<file path="src/rtl/nearest_neighbor_zoom_nx.sv">
// Nearest-neighbour integer upscaler: buffers one input line, then replays it F times with each
// pixel repeated F times. Optional macro NNZ_PIXEL_COUNT_EN adds a 32-bit output pixel counter.
module nearest_neighbor_zoom_nx #(
    parameter int unsigned PIXEL_W    = 8,
    parameter int unsigned MAX_WIDTH  = 320,
    parameter int unsigned MAX_HEIGHT = 240,
    parameter int unsigned MAX_FACTOR = 4,
    localparam int unsigned FW = $clog2(MAX_FACTOR + 1),
    localparam int unsigned WW = $clog2(MAX_WIDTH + 1),
    localparam int unsigned HW = $clog2(MAX_HEIGHT + 1)
) (
    input  logic               clk,
    input  logic               reset_n,
    input  logic               start,
    input  logic [WW-1:0]      img_width,
    input  logic [HW-1:0]      img_height,
    input  logic [FW-1:0]      zoom_factor,
    input  logic               in_valid,
    output logic               in_ready,
    input  logic [PIXEL_W-1:0] in_pixel,
    output logic               out_valid,
    input  logic               out_ready,
    output logic [PIXEL_W-1:0] out_pixel,
    output logic               out_last,
    output logic               busy,
    output logic               done,
    output logic               cfg_err
`ifdef NNZ_PIXEL_COUNT_EN
    ,
    output logic [31:0]        out_count
`endif
);

    localparam int unsigned AW = $clog2(MAX_WIDTH);
    localparam logic [FW-1:0] MaxF = FW'(MAX_FACTOR);
    localparam logic [WW-1:0] MaxW = WW'(MAX_WIDTH);
    localparam logic [HW-1:0] MaxH = HW'(MAX_HEIGHT);

    typedef enum logic [1:0] {StIdle, StLoad, StEmit, StDone} state_e;

    state_e            r_state, w_state_nxt;
    logic [WW-1:0]     r_width;
    logic [HW-1:0]     r_height;
    logic [FW-1:0]     r_factor;
    logic [WW-1:0]     r_col;
    logic [HW-1:0]     r_row;
    logic [FW-1:0]     r_h_rep;
    logic [FW-1:0]     r_v_rep;
    logic              r_cfg_err;
    logic [PIXEL_W-1:0] r_buf [MAX_WIDTH];

    logic w_cfg_ok, w_accept, w_in_xfer, w_out_xfer;
    logic w_h_end, w_c_end, w_v_end, w_r_end;

    assign w_cfg_ok = (zoom_factor != '0) && (zoom_factor <= MaxF) &&
                      (img_width != '0) && (img_width <= MaxW) &&
                      (img_height != '0) && (img_height <= MaxH);
    assign w_accept   = (r_state == StIdle) && start && w_cfg_ok;
    assign w_in_xfer  = (r_state == StLoad) && in_valid;
    assign w_out_xfer = (r_state == StEmit) && out_ready;
    assign w_h_end    = (r_h_rep == r_factor - FW'(1));
    assign w_c_end    = (r_col == r_width - WW'(1));
    assign w_v_end    = (r_v_rep == r_factor - FW'(1));
    assign w_r_end    = (r_row == r_height - HW'(1));

    always_comb begin
        w_state_nxt = r_state;
        case (r_state)
            StIdle: if (w_accept) w_state_nxt = StLoad;
            StLoad: if (w_in_xfer && w_c_end) w_state_nxt = StEmit;
            StEmit: begin
                if (w_out_xfer && w_h_end && w_c_end && w_v_end) begin
                    w_state_nxt = w_r_end ? StDone : StLoad;
                end
            end
            StDone: w_state_nxt = StIdle;
            default: w_state_nxt = StIdle;
        endcase
    end

    // Outputs decode straight from state so the async reset zeroes them immediately.
    assign in_ready  = (r_state == StLoad);
    assign out_valid = (r_state == StEmit);
    assign out_pixel = out_valid ? r_buf[r_col[AW-1:0]] : '0;
    assign out_last  = out_valid && w_h_end && w_c_end;
    assign busy      = (r_state != StIdle);
    assign done      = (r_state == StDone);
    assign cfg_err   = r_cfg_err;

    always_ff @(posedge clk or negedge reset_n) begin
        if (!reset_n) begin
            r_state   <= StIdle;
            r_width   <= '0;
            r_height  <= '0;
            r_factor  <= '0;
            r_col     <= '0;
            r_row     <= '0;
            r_h_rep   <= '0;
            r_v_rep   <= '0;
            r_cfg_err <= 1'b0;
        end else begin
            r_state   <= w_state_nxt;
            r_cfg_err <= 1'b0;
            case (r_state)
                StIdle: begin
                    if (w_accept) begin
                        r_width  <= img_width;
                        r_height <= img_height;
                        r_factor <= zoom_factor;
                        r_col    <= '0;
                        r_row    <= '0;
                        r_h_rep  <= '0;
                        r_v_rep  <= '0;
                    end else if (start) begin
                        r_cfg_err <= 1'b1;
                    end
                end
                StLoad: begin
                    if (w_in_xfer) r_col <= w_c_end ? '0 : r_col + WW'(1);
                end
                StEmit: begin
                    // h_rep innermost, then col, then v_rep; row advances once per input line.
                    if (w_out_xfer) begin
                        if (!w_h_end) begin
                            r_h_rep <= r_h_rep + FW'(1);
                        end else begin
                            r_h_rep <= '0;
                            if (!w_c_end) begin
                                r_col <= r_col + WW'(1);
                            end else begin
                                r_col <= '0;
                                if (!w_v_end) begin
                                    r_v_rep <= r_v_rep + FW'(1);
                                end else begin
                                    r_v_rep <= '0;
                                    if (!w_r_end) r_row <= r_row + HW'(1);
                                end
                            end
                        end
                    end
                end
                default: ;
            endcase
        end
    end

    always_ff @(posedge clk) begin
        if (w_in_xfer) r_buf[r_col[AW-1:0]] <= in_pixel;
    end

`ifdef NNZ_PIXEL_COUNT_EN
    always_ff @(posedge clk or negedge reset_n) begin
        if (!reset_n) begin
            out_count <= '0;
        end else if (w_accept) begin
            out_count <= '0;
        end else if (w_out_xfer) begin
            out_count <= out_count + 32'd1;
        end
    end
`endif

endmodule
</file>
<file path="config.mk">
export PLATFORM = sky130hd
export DESIGN_NAME = nearest_neighbor_zoom_nx
export DESIGN_NICKNAME = d
export VERILOG_FILES = /design/src/rtl/nearest_neighbor_zoom_nx.sv
export SDC_FILE = /design/constraint.sdc
export NUM_CORES = 2
export LEC_CHECK = 0
export BUFFER_PORTS_ARGS = -buffer_cell sky130_fd_sc_hd__buf_2
export CAP_MARGIN = 20
export CORE_MARGIN = 5
export CORE_UTILIZATION = 60
export CTS_CLUSTER_SIZE = 20
export DETAILED_ROUTE_END_ITERATION = 16
export PLACE_DENSITY = 0.76
export SYNTH_ARGS = -nofsm -noshare
export SYNTH_HDL_FRONTEND = slang
export SYNTH_SLANG_ARGS = --single-unit
export TNS_END_PERCENT = 1
</file>
<file path="constraint.sdc">
create_clock -name clk -period 9.4 [get_ports clk]
set_input_delay 0.47 -clock clk [delete_from_list [all_inputs] [get_ports clk]]
set_output_delay 0.47 -clock clk [all_outputs]
set_load 0.05 [all_outputs]
</file>
# Word-level counts from Yosys, hierarchy flattened

Memory sizes are Yosys's and may differ from the RTL's.
Cells that the tools add are included.

$add $sub $neg: 7
Multipliers: 0
Div/mod/pow operators: 0
$lt $le $gt $ge: 3
Equality and inequality tests: 16
Shifts and indexed selects: 0
Muxes and demuxes: 33
Bitwise operators: 0
Reduce and logical (&&, ||, !) cells: 28

Operator list:

| cell                  | count |
|---|---|
| $mux W8               | 7 |
| $mux W9               | 5 |
| $pmux W9 S3           | 1 |
| $mux W3               | 7 |
| $pmux W8 S2           | 1 |
| $logic_and A1 B1 Y1   | 15 |
| $ne A2 B1 Y1 const B  | 7 |
| $pmux W3 S2           | 2 |
| $reduce_and A5 Y1     | 2 |
| $add A9 B1 Y9 const B | 1 |
| $eq A9 B9 Y1          | 1 |
| $le A9 B9 Y1 const B  | 1 |
| $reduce_bool A9 Y1    | 1 |
| $sub A9 B1 Y9 const B | 1 |
| $add A8 B1 Y8 const B | 1 |
| $eq A8 B8 Y1          | 1 |
| $le A8 B8 Y1 const B  | 1 |
| $mux W2               | 4 |
| $pmux W2 S4           | 1 |
| $reduce_bool A8 Y1    | 1 |
| $sub A8 B1 Y8 const B | 1 |
| $reduce_and A7 Y1     | 1 |
| $add A3 B1 Y3 const B | 2 |
| $eq A3 B3 Y1          | 2 |
| 11 further kinds      | 20 |

Register bits after elaboration: 46
Latch bits: 0
RAM bits: 2560
Bits in read-only memories: 0
Bits of input ports: 33
Output and inout port bits: 14
Logic and storage cells: 97
Memories: 1

Memory list:

| name  | words | width | rd ports | clocked after memory_dff | wr ports | RTL line | text |
|---|---|---|---|---|---|---|---|
| r_buf | 320   | 8     | 1        | 0                        | 1        | 50       | `logic [PIXEL_W-1:0] r_buf [MAX_WIDTH];` |

# Longest topological paths before layout

Depth in word-level cells: 9
Gate-level depth with buffers: 14
Gate-level depth less buffers: 9

# Worst setup path after synthesis

No wires, ideal clock.

Path kind: reg-to-output
From: register r_col[0]
To: output port out_pixel[1]
Arrival time: 3688 ps
Data required time: 8930 ps
Slack: 5242 ps
Cell stages (with the launch flop): 14
Buffers on the path: 7
Cells stage by stage: dfrtp_1 buf_6 buf_12 buf_8 buf_8 buf_6 buf_6 buf_6 mux2i_1 a22oi_1 o211ai_1 o211ai_1 a211oi_1 o41ai_1

Cells in the longest elaborated chain, start to end: 2

RTL lines:

| what                     | RTL line | text |
|---|---|---|
| start: declaration       | 45       | `logic [WW-1:0] r_col;` |
| start signal: assignment | 119      | `if (w_in_xfer) r_col <= w_c_end ? '0 : r_col + WW'(1);` |
| start signal: assignment | 129      | `r_col <= r_col + WW'(1);` |
| $mem_v2 Z320 W8          | -        |  |
| $mux W8                  | 84       | `assign out_pixel = out_valid ? r_buf[r_col[AW-1:0]] : '0;` |
| end: declaration         | 23       | `output logic [PIXEL_W-1:0] out_pixel,` |

No other way between the ends.

# Worst setup path in the final report

From: register r_col[0]
To: output port out_pixel[2]

The elaborated chain is that of the path after synthesis.

==> summary.txt <==
Logic synthesis
  • Mapped Avg Cell Area: 20.82 um2
  • Synthesized cell area: 0.1022 mm2
  • Yosys top cell by area: edfxtp_1
  • Cell types occupying the most area after synthesis: edfxtp_1 75%, mux4_2 14%, nor2_1 1.4%
  • Top_reg_cell synth: edfxtp_1
  • Share of async-settable or async-resettable flops after synthesis: 0.01765
  • Count of state elements after synthesis: 2,606
  • Number of different library cells in the post-synthesis netlist: 87
  • Portion of synthesized cell area occupied by the leading cell type: 0.7520
  • Number of nets produced by synthesis: 4,957
  • Yosys synthesis warning count: 0
  • Sequential share of the synthesized area: 0.7632
  • Number of enable-type register cells in the synthesized netlist: 2,560
  • Cell count after synthesis: 4,909

Clocking
  • Count of clock tree sinks: 2,606
  • TritonCTS clock tree: built
  • CTS clk-pin slew, worst paths: 0.07 ns
  • Clock buffers created by TritonCTS: 241
  • Clock insertion delay at the later pin of the skew report: 0.89 ns
  • CTS root buf: clkbuf_16
  • Clock H-tree levels: 4
  • Clock Path Buffers: 3
  • Post-CTS setup buffer count: 0

Routing
  • Detailed Route Iter0 Violations: 9,356
  • Routed wirelength normalized by instance count: 37.17 um
  • Remaining number of nets flagged by the antenna check after routing: 0
  • Routed WL: 277,000 um
  • First drt pass iteration count: 8
  • Vias: 53,730
  • Number of vias per cell after detailed routing: 7.210
  • DRC violations left: 0

Final layout
  • NumNets Final: 5,076
  • Proportion of layout cells with a drive suffix above 1: 0.2298
  • Area Growth Syn to Fin: 10.58%
  • Non-Filler Instances: 7,451

Setup path
  • Crit-path most repeated cell: buf_4
  • Sort of element at the start of the critical path: flop
  • Critical path capture point type: primary output
  • CP top delay family: compound AO/OA/AOI/OAI gates
  • CP startpoint: r_col[0]
  • Max stage delay cell, worst path: dfrtp_4
  • Worst path cell trace: buf_4 > buf_4 > mux4_2 > a22o_1 > a221oi_1 > o22ai_1 > o21ai_0 > a31oi_1 > buf_2
  • Required time at the endpoint of the critical path: 8.93 ns
  • Worst-path fanout max: 39
  • Reg2Reg Launch Point: r_col[1]
  • Critical path buffer and inverter count: 3
  • Worst path arrival time: 6.45 ns
  • Worst stage delay on the critical path: 1.03 ns
  • Critical path start-end classification: flop to primary output

Die
  • Full die area: 0.1787 mm2
  • Die X: 422.8 um
  • DIE HEIGHT: 422.8 um
  • Starting Density: 0.6032
  • Core Box Area: 0.1695 mm2
  • Boundary Pins: 47
  • Total number of placement rows: 151

Worst hold path
  • Hold Crit Class: input port to flop
  • HP Start: in_pixel[4]

Placed design
  • DP Wirelength: 161,000 um
  • Worst setup slack before clock tree synthesis: 3.560 ns
  • Count of buffers from port buffering: 46
  • Final GP Congestion: 0.9320
  • Placed insts: 6,976

GRT
  • Initial antenna violation count: 8
  • First-pass GRT wire length: 394,000 um
  • Total routing resource utilization after global routing: 0.3106
  • GRT overflow: 0
  • Largest net degree at the start of global routing: 153
  • Vias in the first global route: 52,950

Outcome
  • Result of the run: completed

Power
  • Static leakage power: 34.91 nW
  • Worst-case vdd ir drop: 0.2324 mV
  • Total design power: 28.78 mW
  • Cell Pwr Density: 254.6 mW/mm2

STA
  • Sum Neg Setup Slack: 0 ns
  • Worst slew pin tran: 1.269 ns
  • Hold slack: 0.07553 ns
  • RSZ-0062 raised after global routing: no
  • Period Utilization, post-route: 0.7360
  • Final setup margin: 2.482 ns
  • Shortest clock period the worst path allows after layout: 6.918 ns
  • Final Hold Viols: 0
  • Achievable clock frequency: 144.6 MHz
  • Post-Route Skew: 0.02920 ns
  • Setup Viol. Count Final: 0
  • Worst max-slew margin expressed relative to the limit: 0.1538
  • Slew Viols, Final: 0

Job
  • Count of max-cap constraint violations: 0
==> flip-flops by register name, indices dropped and copies added, names as in the netlist <==
signal and cells:
r_height 8, r_state 2, r_width 9, cfg_err 1, r_col 9, r_v_rep 3, r_factor 3, r_row 8
r_h_rep 3, r_buf 2560
==> cells in the mapped netlist, drive strengths merged (17+ instances only) <==
cell type and n:
nor3 33, a22o 22, nand2 151, o22ai 67, inv 28, edfxtp 2560, o21ai 45, nand3 37
mux2 20, xnor2 18, nor2b 18, nor2 371, buf 156, nor4 19, dfrtp 46, and3 17
a21oi 50, mux2i 137, mux4 628, a221oi 30, a22oi 91, clkbuf 143
==> where the power goes <==
group / switching [mW] / internal, mW
Sequential: 0.191 / 12.8
Clock: 4.31 / 5.63
Combinational: 3.30 / 2.51
==> per-stage QoR <==
step | utilization | cell area (um2)
detailed placement | 0.6179 | 104700
finish | 0.6671 | 113000
global route | 0.6669 | 113000
global placement | 0.6179 | 104700
floorplan | - | 102200
CTS | 0.6663 | 112900
==> area by class of cell <==
| class | instances | area (um2) |
|---|---|---|
| Antenna cell | 12 | 30.03 |
| Clock buffer | 297 | 6326 |
| Clock inverter | 139 | 1655 |
| Fill cell | 10160 | 56420 |
| Inverter | 30 | 117.6 |
| Multi-Input combinational cell | 1974 | 22570 |
| Sequential cell | 2606 | 78040 |
| Tap cell | 2218 | 2775 |
| Timing Repair Buffer | 175 | 1529 |
==> metal layers <==
metal,track usage,part of all wire
met1,0.4286,0.34
met2,0.4557,0.46
met3,0.1006,0.14
met4,0.1533,0.057
met5,0,0.000036
==> kinds of logic after synthesis <==
logic type               share of synthesized area
flip-flops                                  0.7632
multiplexers                                0.1540
AND/OR/NAND/NOR                            0.03071
AO/OA/AOI/OAI                              0.03088
buffers and inverters                      0.01709
XOR/XNOR                                  0.002276
adder cells (fa/ha/maj)                   0.001836
==> cell usage in the layout, fill, tap and decap left out, types with 13 or more instances in the layout <==
cell type,n
mux4_2,628
a22o_1,22
a221oi_1,30
nand2_1,134
mux2_2,20
dlygate4sd3_1,22
buf_4,91
a31oi_1,14
clkbuf_1,52
ha_1,15
clkbuf_16,245
nor2b_1,13
clkinv_1,44
nand2b_1,14
o21ai_0,43
nand3_1,37
edfxtp_1,2560
xnor2_1,18
mux2i_1,137
nand2_2,17
clkinv_2,36
a21oi_1,50
o22ai_1,67
inv_1,27
a22oi_1,91
nor3_1,32
nor4_1,17
dfrtp_1,40
and3_1,17
buf_2,39
nor2_1,367
bufinv_16,31
==> final timing paths <==
path | endpoint | slack, ns | cells past startpoint
setup / recovery | out_pixel[2] | 2.48 | 9
hold / removal | r_buf[119][4] | 0.08 | 1
setup reg to reg | r_buf[93][2] | 4.60 | 8
hold reg to reg | r_factor[2] | 0.54 | 1
max in group asynchronous | r_col[0] | 8.66 | 3
min in group asynchronous | r_factor[0] | 0.24 | 3
==> timing repair <==
item                                   4_1_cts  5_1_grt
hold buffers                                22        0
gates resized for setup                      0        0
endpoints found under the hold margin       67        0
Note: power is estimated with default switching activity, not from simulation.
